[config.mk]
export PLATFORM = sky130hd
export DESIGN_NAME = coin_score_hud
export DESIGN_NICKNAME = d
export VERILOG_FILES = /design/src/rtl/coin_score_hud.sv
export SDC_FILE = /design/constraint.sdc
export NUM_CORES = 1
export LEC_CHECK = 0
export CAP_MARGIN = 40
export CORE_UTILIZATION = 59
export DETAILED_ROUTE_END_ITERATION = 8
export GPL_ROUTABILITY_DRIVEN = 0
export GPL_TIMING_DRIVEN = 0
export PLACE_DENSITY = 0.9
export SYNTH_ARGS = -nofsm -noshare
export SYNTH_HDL_FRONTEND = slang
export SYNTH_SLANG_ARGS = --single-unit
[constraint.sdc]
create_clock -name clk -period 3.35 [get_ports clk]
set_input_delay 0.67 -clock clk [delete_from_list [all_inputs] [get_ports clk]]
set_output_delay 0.67 -clock clk [all_outputs]
set_load 0.1 [all_outputs]
[src/rtl/coin_score_hud.sv]
// Coin tally to three-digit BCD converter for the HUD, with one-cycle
// coin_event / extra_life pulses for the audio and lives logic.
module coin_score_hud #(
  parameter int SCORE_W            = 8,
  parameter int LIFE_STEP_HUNDREDS = 1
) (
  input  logic               clk,
  input  logic               reset_n,
  input  logic [SCORE_W-1:0] coin_score,
  input  logic               clear,
  output logic [3:0]         digit_hund,
  output logic [3:0]         digit_tens,
  output logic [3:0]         digit_ones,
  output logic               bcd_valid,
  output logic               busy,
  output logic               coin_event,
  output logic               extra_life
);

  localparam int SR_W  = 12 + SCORE_W;
  localparam int CNT_W = (SCORE_W > 1) ? $clog2(SCORE_W) : 1;
  localparam logic [CNT_W-1:0] CNT_LAST = CNT_W'(SCORE_W - 1);

  typedef enum logic [1:0] {
    IDLE  = 2'd0,
    SHIFT = 2'd1,
    LOAD  = 2'd2
  } state_t;

  state_t             state_q;
  logic [SCORE_W-1:0] last_q;
  logic [SR_W-1:0]    sr_q;
  logic [CNT_W-1:0]   cnt_q;
  logic               up_q;
  logic [3:0]         hund_q;
  logic [3:0]         tens_q;
  logic [3:0]         ones_q;
  logic               valid_q;
  logic               busy_q;
  logic               coin_event_q;
  logic               extra_life_q;

  // Add-3 correction on each BCD nibble above the binary field, then shift.
  logic [SR_W-1:0] sr_adj;
  logic [SR_W-1:0] sr_d;

  assign sr_adj[SCORE_W-1:0] = sr_q[SCORE_W-1:0];

  generate
    for (genvar gi = 0; gi < 3; gi++) begin : g_add3
      assign sr_adj[SCORE_W + 4*gi +: 4] =
        (sr_q[SCORE_W + 4*gi +: 4] >= 4'd5) ? (sr_q[SCORE_W + 4*gi +: 4] + 4'd3)
                                            : sr_q[SCORE_W + 4*gi +: 4];
    end
  endgenerate

  assign sr_d = {sr_adj[SR_W-2:0], 1'b0};

  // Widened to 5 bits so old hundreds + step cannot wrap.
  logic [4:0] hund_new_w;
  logic [4:0] hund_need_w;
  logic       life_hit;

  assign hund_new_w  = {1'b0, sr_q[SR_W-1 -: 4]};
  assign hund_need_w = {1'b0, hund_q} + 5'(LIFE_STEP_HUNDREDS);
  assign life_hit    = up_q && (hund_new_w >= hund_need_w);

  always_ff @(posedge clk) begin
    if (!reset_n || clear) begin
      state_q      <= IDLE;
      last_q       <= '0;
      sr_q         <= '0;
      cnt_q        <= '0;
      up_q         <= 1'b0;
      hund_q       <= 4'd0;
      tens_q       <= 4'd0;
      ones_q       <= 4'd0;
      valid_q      <= 1'b1;
      busy_q       <= 1'b0;
      coin_event_q <= 1'b0;
      extra_life_q <= 1'b0;
    end else begin
      coin_event_q <= 1'b0;
      extra_life_q <= 1'b0;
      case (state_q)
        IDLE: begin
          if (coin_score != last_q) begin
            last_q       <= coin_score;
            sr_q         <= {12'b0, coin_score};
            cnt_q        <= '0;
            up_q         <= (coin_score > last_q);
            coin_event_q <= (coin_score > last_q);
            busy_q       <= 1'b1;
            valid_q      <= 1'b0;
            state_q      <= SHIFT;
          end
        end
        SHIFT: begin
          sr_q  <= sr_d;
          cnt_q <= cnt_q + CNT_W'(1);
          if (cnt_q == CNT_LAST) begin
            state_q <= LOAD;
          end
        end
        LOAD: begin
          hund_q       <= sr_q[SR_W-1 -: 4];
          tens_q       <= sr_q[SR_W-5 -: 4];
          ones_q       <= sr_q[SR_W-9 -: 4];
          extra_life_q <= life_hit;
          busy_q       <= 1'b0;
          valid_q      <= 1'b1;
          state_q      <= IDLE;
        end
        default: begin
          state_q <= IDLE;
        end
      endcase
    end
  end

  assign digit_hund = hund_q;
  assign digit_tens = tens_q;
  assign digit_ones = ones_q;
  assign bcd_valid  = valid_q;
  assign busy       = busy_q;
  assign coin_event = coin_event_q;
  assign extra_life = extra_life_q;

endmodule

# Word level (Yosys, flattened, before mapping)
# Cells that the tools add are included.
# word_totals
ff_bits	50
input_bits	11
# op_classes
n_eq_ne	6
n_lt_le_gt_ge	5
add_sub_neg	5
muxes	14
bitwise	3
n_reduce_logical	12
# ops
operator	count
$pmux W20 S2	1
$mux W20	1
$ge A4 B3 Y1 const B	3
$add A4 B2 Y4 const B	2
$gt A8 B8 Y1	1
$mux W4	2
$ne A8 B8 Y1	1
$reduce_and A2 Y1	4
$mux W3	2
$pmux W3 S2	1
$add A4 B1 Y5 const B	1
$ge A4 B5 Y1	1
$mux W2	2
$ne A2 B2 Y1 const B	2
$pmux W1 S2	2
$pmux W2 S2	1
$reduce_bool A2 Y1	2
$add A3 B1 Y3 const B	1
$add A3 B2 Y3 const B	1
$eq A3 B3 Y1 const B	1
$not A1 Y1	3
$reduce_or A3 Y1	1
$eq A2 B1 Y1 const B	1
$eq A2 B2 Y1 const B	1
6 further kinds	7

# Logic depth before layout (Yosys ltp)
# logic_depth
ltp_word	3
mapped_depth	7
mapped_depth_nobuf	6

# Worst setup path after synthesis
# No wires, ideal clock.
# synth_timing
kind	flip-flop to flip-flop
startpoint	register hund_q[0] (netlist: digit_hund[0])
endpoint	register extra_life_q (netlist: extra_life)
setup_time_ns	0.122
slack_ns	1.318
t_arrival_ns	1.910
t_required_ns	3.228
stages_incl_launch_ff	7
period_less_slack_ns	2.032
path_cell_list	dfxtp_1 ha_1 inv_1 ha_1 a21boi_0 o21ai_0 a21oi_1
# synth_between
elab_chain_len	3
# synth_rtl
item	line	rtl
start, declared	35	logic [3:0] hund_q;
start signal, assigned	106	hund_q <= sr_q[SR_W-1 -: 4];
$add A4 B1 Y5	65	assign hund_need_w = {1'b0, hund_q} + 5'(LIFE_STEP_HUNDREDS);
$ge A4 B5 Y1	66	assign life_hit = up_q && (hund_new_w >= hund_need_w);
$logic_and A1 B1 Y1	66	
end signal, assigned	109	extra_life_q <= life_hit;
end, declared	41	logic extra_life_q;
# No other way between the ends.
# A chain may end at the register's enable or synchronous reset.

# Final worst setup path
# layout_timing
startpoint	input coin_score[7]
endpoint	register last_q[7]
# layout_between
elab_chain_len	2
# layout_rtl
item	line	rtl
start, declared	9	input logic [SCORE_W-1:0] coin_score,
$ne A8 B8 Y1	87	if (coin_score != last_q) begin
$reduce_and A2 Y1 (no line)	n/a	
end signal, assigned	88	last_q <= coin_score;
end, declared	31	logic [SCORE_W-1:0] last_q;
# Several ways; a longest one is shown, not always the timed one.

==> results.cfg <==
[power]
combPwrFrac_pct = 10.9
totalPowerFinal_mw = 1.06
p_leak_nw = 1.12
swShare_pct = 24.9
internal_power_uw = 795
seqPwrFrac_pct = 57.9
power.switching_uw = 263
pwr-share-clk_pct = 31.3
ir_drop_uv = 284
power_per_cell_area_nw_per_um2 = 353

[sta]
worst_slack_ns = 0.917
setup_violations = 0
tightest_slew_ns = 0.695
final-hold-violation-count = 0
fmax_mhz = 411
finClkSkew_ns = 0.00750
slew_headroom_pct = 53.5
slew_violations = 0
rsz0062_at_grt = false
fin_tns_setup_ns = 0
fin_crit_sh_pct = 72.6
period_needed_ns = 2.43

[detailed_routing]
first_iter_violations = 116
drcViolationCount = 0
vias_per_cell = 5.61
ant_nets = 0
first_pass_iters = 4
wl_mm = 5.48
wire_per_inst_microns = 14.5
vias = 2115

[synth]
synth_edf_count = 0
synth_seq_cells = 50
ys_seq_area_share_pct = 42.4
synth.distinct_cells = 39
synth_top_flop_cell = dfxtp_1
syn_nets = 312
syn_area_sq_um = 2360
yosysWarnings = 0
syn_area_per_cell_sq_um = 8.43
syn_inst = 280
async_flop_share_pct = 0

[setup_path]
cp_max_fo = 10
critical_path_class = input pin to flip-flop
cp_num_buf_inv = 2
slowest_delay_ns = 0.51
crit_chain = clkdlybuf4s50_1 > ha_1 > nand4_2 > o21ai_1 > buf_4 > nand2_1 > a21oi_1
cp-end-kind = flip-flop
crit_family = buffers and inverters
cp_data_required_time_ns = 3.58
critPathLaunchType = input pin
worstPathArrival_ns = 2.66
cp_slowest_cell = o21ai_1

[clock_tree]
cts_resized = 0
clk_path_buf_depth = 2
cts_tree = built
path_clk_slew_ns = 0.08
htree_levels = 2
worstSkewPairLatency_ns = 0.30
cts_root_buffer = clkbuf_8
hold_buffers = 0
numCtsBuffers = 5
cts.sinks = 50
postCtsSetupRepairBufs = 0

[grt]
antenna_found_initial = 0
grt_max_degree = 14
grt_pass1_wl_mm = 9.25
grt_use_total_pct = 28.8
grt_pass1_vias = 2138
overflow = 0

[worst_hold_path]
holdCritPathClass = flip-flop to flip-flop

[run_status]
status = completed

[floorplan]
row_count = 22
die_y_microns = 65.2
die_width_microns = 65.2
pin_count = 27
die-area_sq_um = 4260
start_util_pct = 63.0
core-area_sq_um = 3740

[placed_design]
dpl.hpwl_mm = 4.10
io_buffers = 26
dp_slack_ns = 0.597
place_area_sq_um = 2920

[final_layout]
fillerInstances = 251
drive_gt1_share_pct = 8.81
fin_area_sq_um = 3000
fin_nets = 361
antenna_cells = 0
synthToLayoutAreaGrowth_pct = 27.0

[flow_run]
drv_cap = 0
## cell usage after synthesis, types with 3 or more instances
library cell  number  area (sq um)
a211oi_1           3          22.5
a21oi_1           33           165
a22o_1             8          70.1
a31oi_1           10          62.6
buf_2              3          15.0
clkbuf_1           6          22.5
dfxtp_1           50          1000
ha_1              21           263
inv_1             18          67.6
mux2i_1            3          30.0
nand2_1           63           236
nand2b_1           7          43.8
nand3_1            7          35.0
nor2_1            11          41.3
nor3b_1            3          22.5
o21ai_0            6          30.0
xnor2_1            4          35.0
xor2_1             3          26.3
## area by class of cell
class                      count  area (sq um)  share of cell area (%)
buffer                        12          60.1                    2.00
clock buffer                   7          76.3                    2.55
inverter                      18          67.6                    2.25
multi-input combinational    200          1230                    41.1
sequential                    50          1000                    33.4
tap                           48          60.1                    2.00
timing repair buffer          42           500                    16.7
## per-stage QoR
| step | utilization [%] | hold slack, ns | instances |
|---|---|---|---|
| floorplan | - | 0.436 | 280 |
| global route | 80.0 | 0.479 | 377 |
| global placement | 71.6 | 0.441 | 354 |
| CTS | 80.0 | 0.459 | 377 |
| detailed placement | 78.0 | 0.448 | 370 |
| finish | 80.0 | 0.457 | 377 |
## logic make-up (layout without fill, tap and decap cells)
family                   count (synthesis)  count (layout)  synth area share (%)
AO/OA/AOI/OAI                           70              70                  18.3
XOR/XNOR                                 7               7                  2.60
adder cells (fa/ha/maj)                 21              21                  11.1
buffers and inverters                   30              79                  5.41
flip-flops                              50              50                  42.4
multiplexers                             3               3                  1.27
AND/OR/NAND/NOR                         99              99                  18.9
## worst paths after layout
kind	from	endpoint	slack, ns	cells after the start
min reg2reg	digit_tens[1]	digit_tens[1]	0.46	2
max	coin_score[7]	last_q[7]	0.92	7
max reg2reg	last_q[7]	last_q[7]	1.37	7
min	digit_tens[1]	digit_tens[1]	0.46	2
## placed cells by master (no fill, tap or decap), drive strengths merged
| cell | n |
|---|---|
| xnor2 | 4 |
| mux2i | 3 |
| a22o | 8 |
| inv | 18 |
| nand3 | 7 |
| o211ai | 1 |
| a2111oi | 1 |
| clkbuf | 13 |
| nor2b | 1 |
| and2 | 1 |
| o2111ai | 1 |
| and3 | 1 |
| ha | 21 |
| a21oi | 33 |
| nor3 | 2 |
| o21ai | 7 |
| nor3b | 3 |
| and2b | 1 |
| a31oi | 10 |
| dfxtp | 50 |
| nand2 | 63 |
| a22oi | 1 |
| a211oi | 3 |
| o31ai | 1 |
| a21o | 1 |
| nor2 | 11 |
| nand4 | 2 |
| a211o | 1 |
| xor2 | 3 |
| clkdlybuf4s50 | 26 |
| nand2b | 7 |
| a21boi | 1 |
| o21a | 1 |
| buf | 22 |
## flip-flops by register name, summed over array words and instances (netlist names)
name,cells
up_q,1
digit_hund,4
extra_life,1
coin_event,1
sr_q,20
busy,1
cnt_q,3
state_q,2
digit_tens,4
last_q,8
digit_ones,4
bcd_valid,1
## tightest hold or removal path, stage by stage, from the launching register on
cell and delay [ns]:
dfxtp_1 0.31, nand2_1 0.05, a21oi_1 0.05
## layer usage
layer | wire, microns | vias up | track usage [%]
li1 | - | 1059 | -
met1 | 2240 | 973 | 30.6
met2 | 2810 | 66 | 53.9
met3 | 263 | 17 | 4.69
met4 | 163 | 0 | 14.7
met5 | 0 | - | 0
## power groups by stage
stage / clock network, mW / registers (mW) / logic (mW)
floorplan: 0 / 0.641 / 0.0553
global placement: 0 / 0.626 / 0.103
detailed placement: 0 / 0.626 / 0.114
CTS: 0.333 / 0.612 / 0.114
global route: 0.360 / 0.614 / 0.125
finish: 0.331 / 0.612 / 0.115
Power figures use the tool's default switching activity.
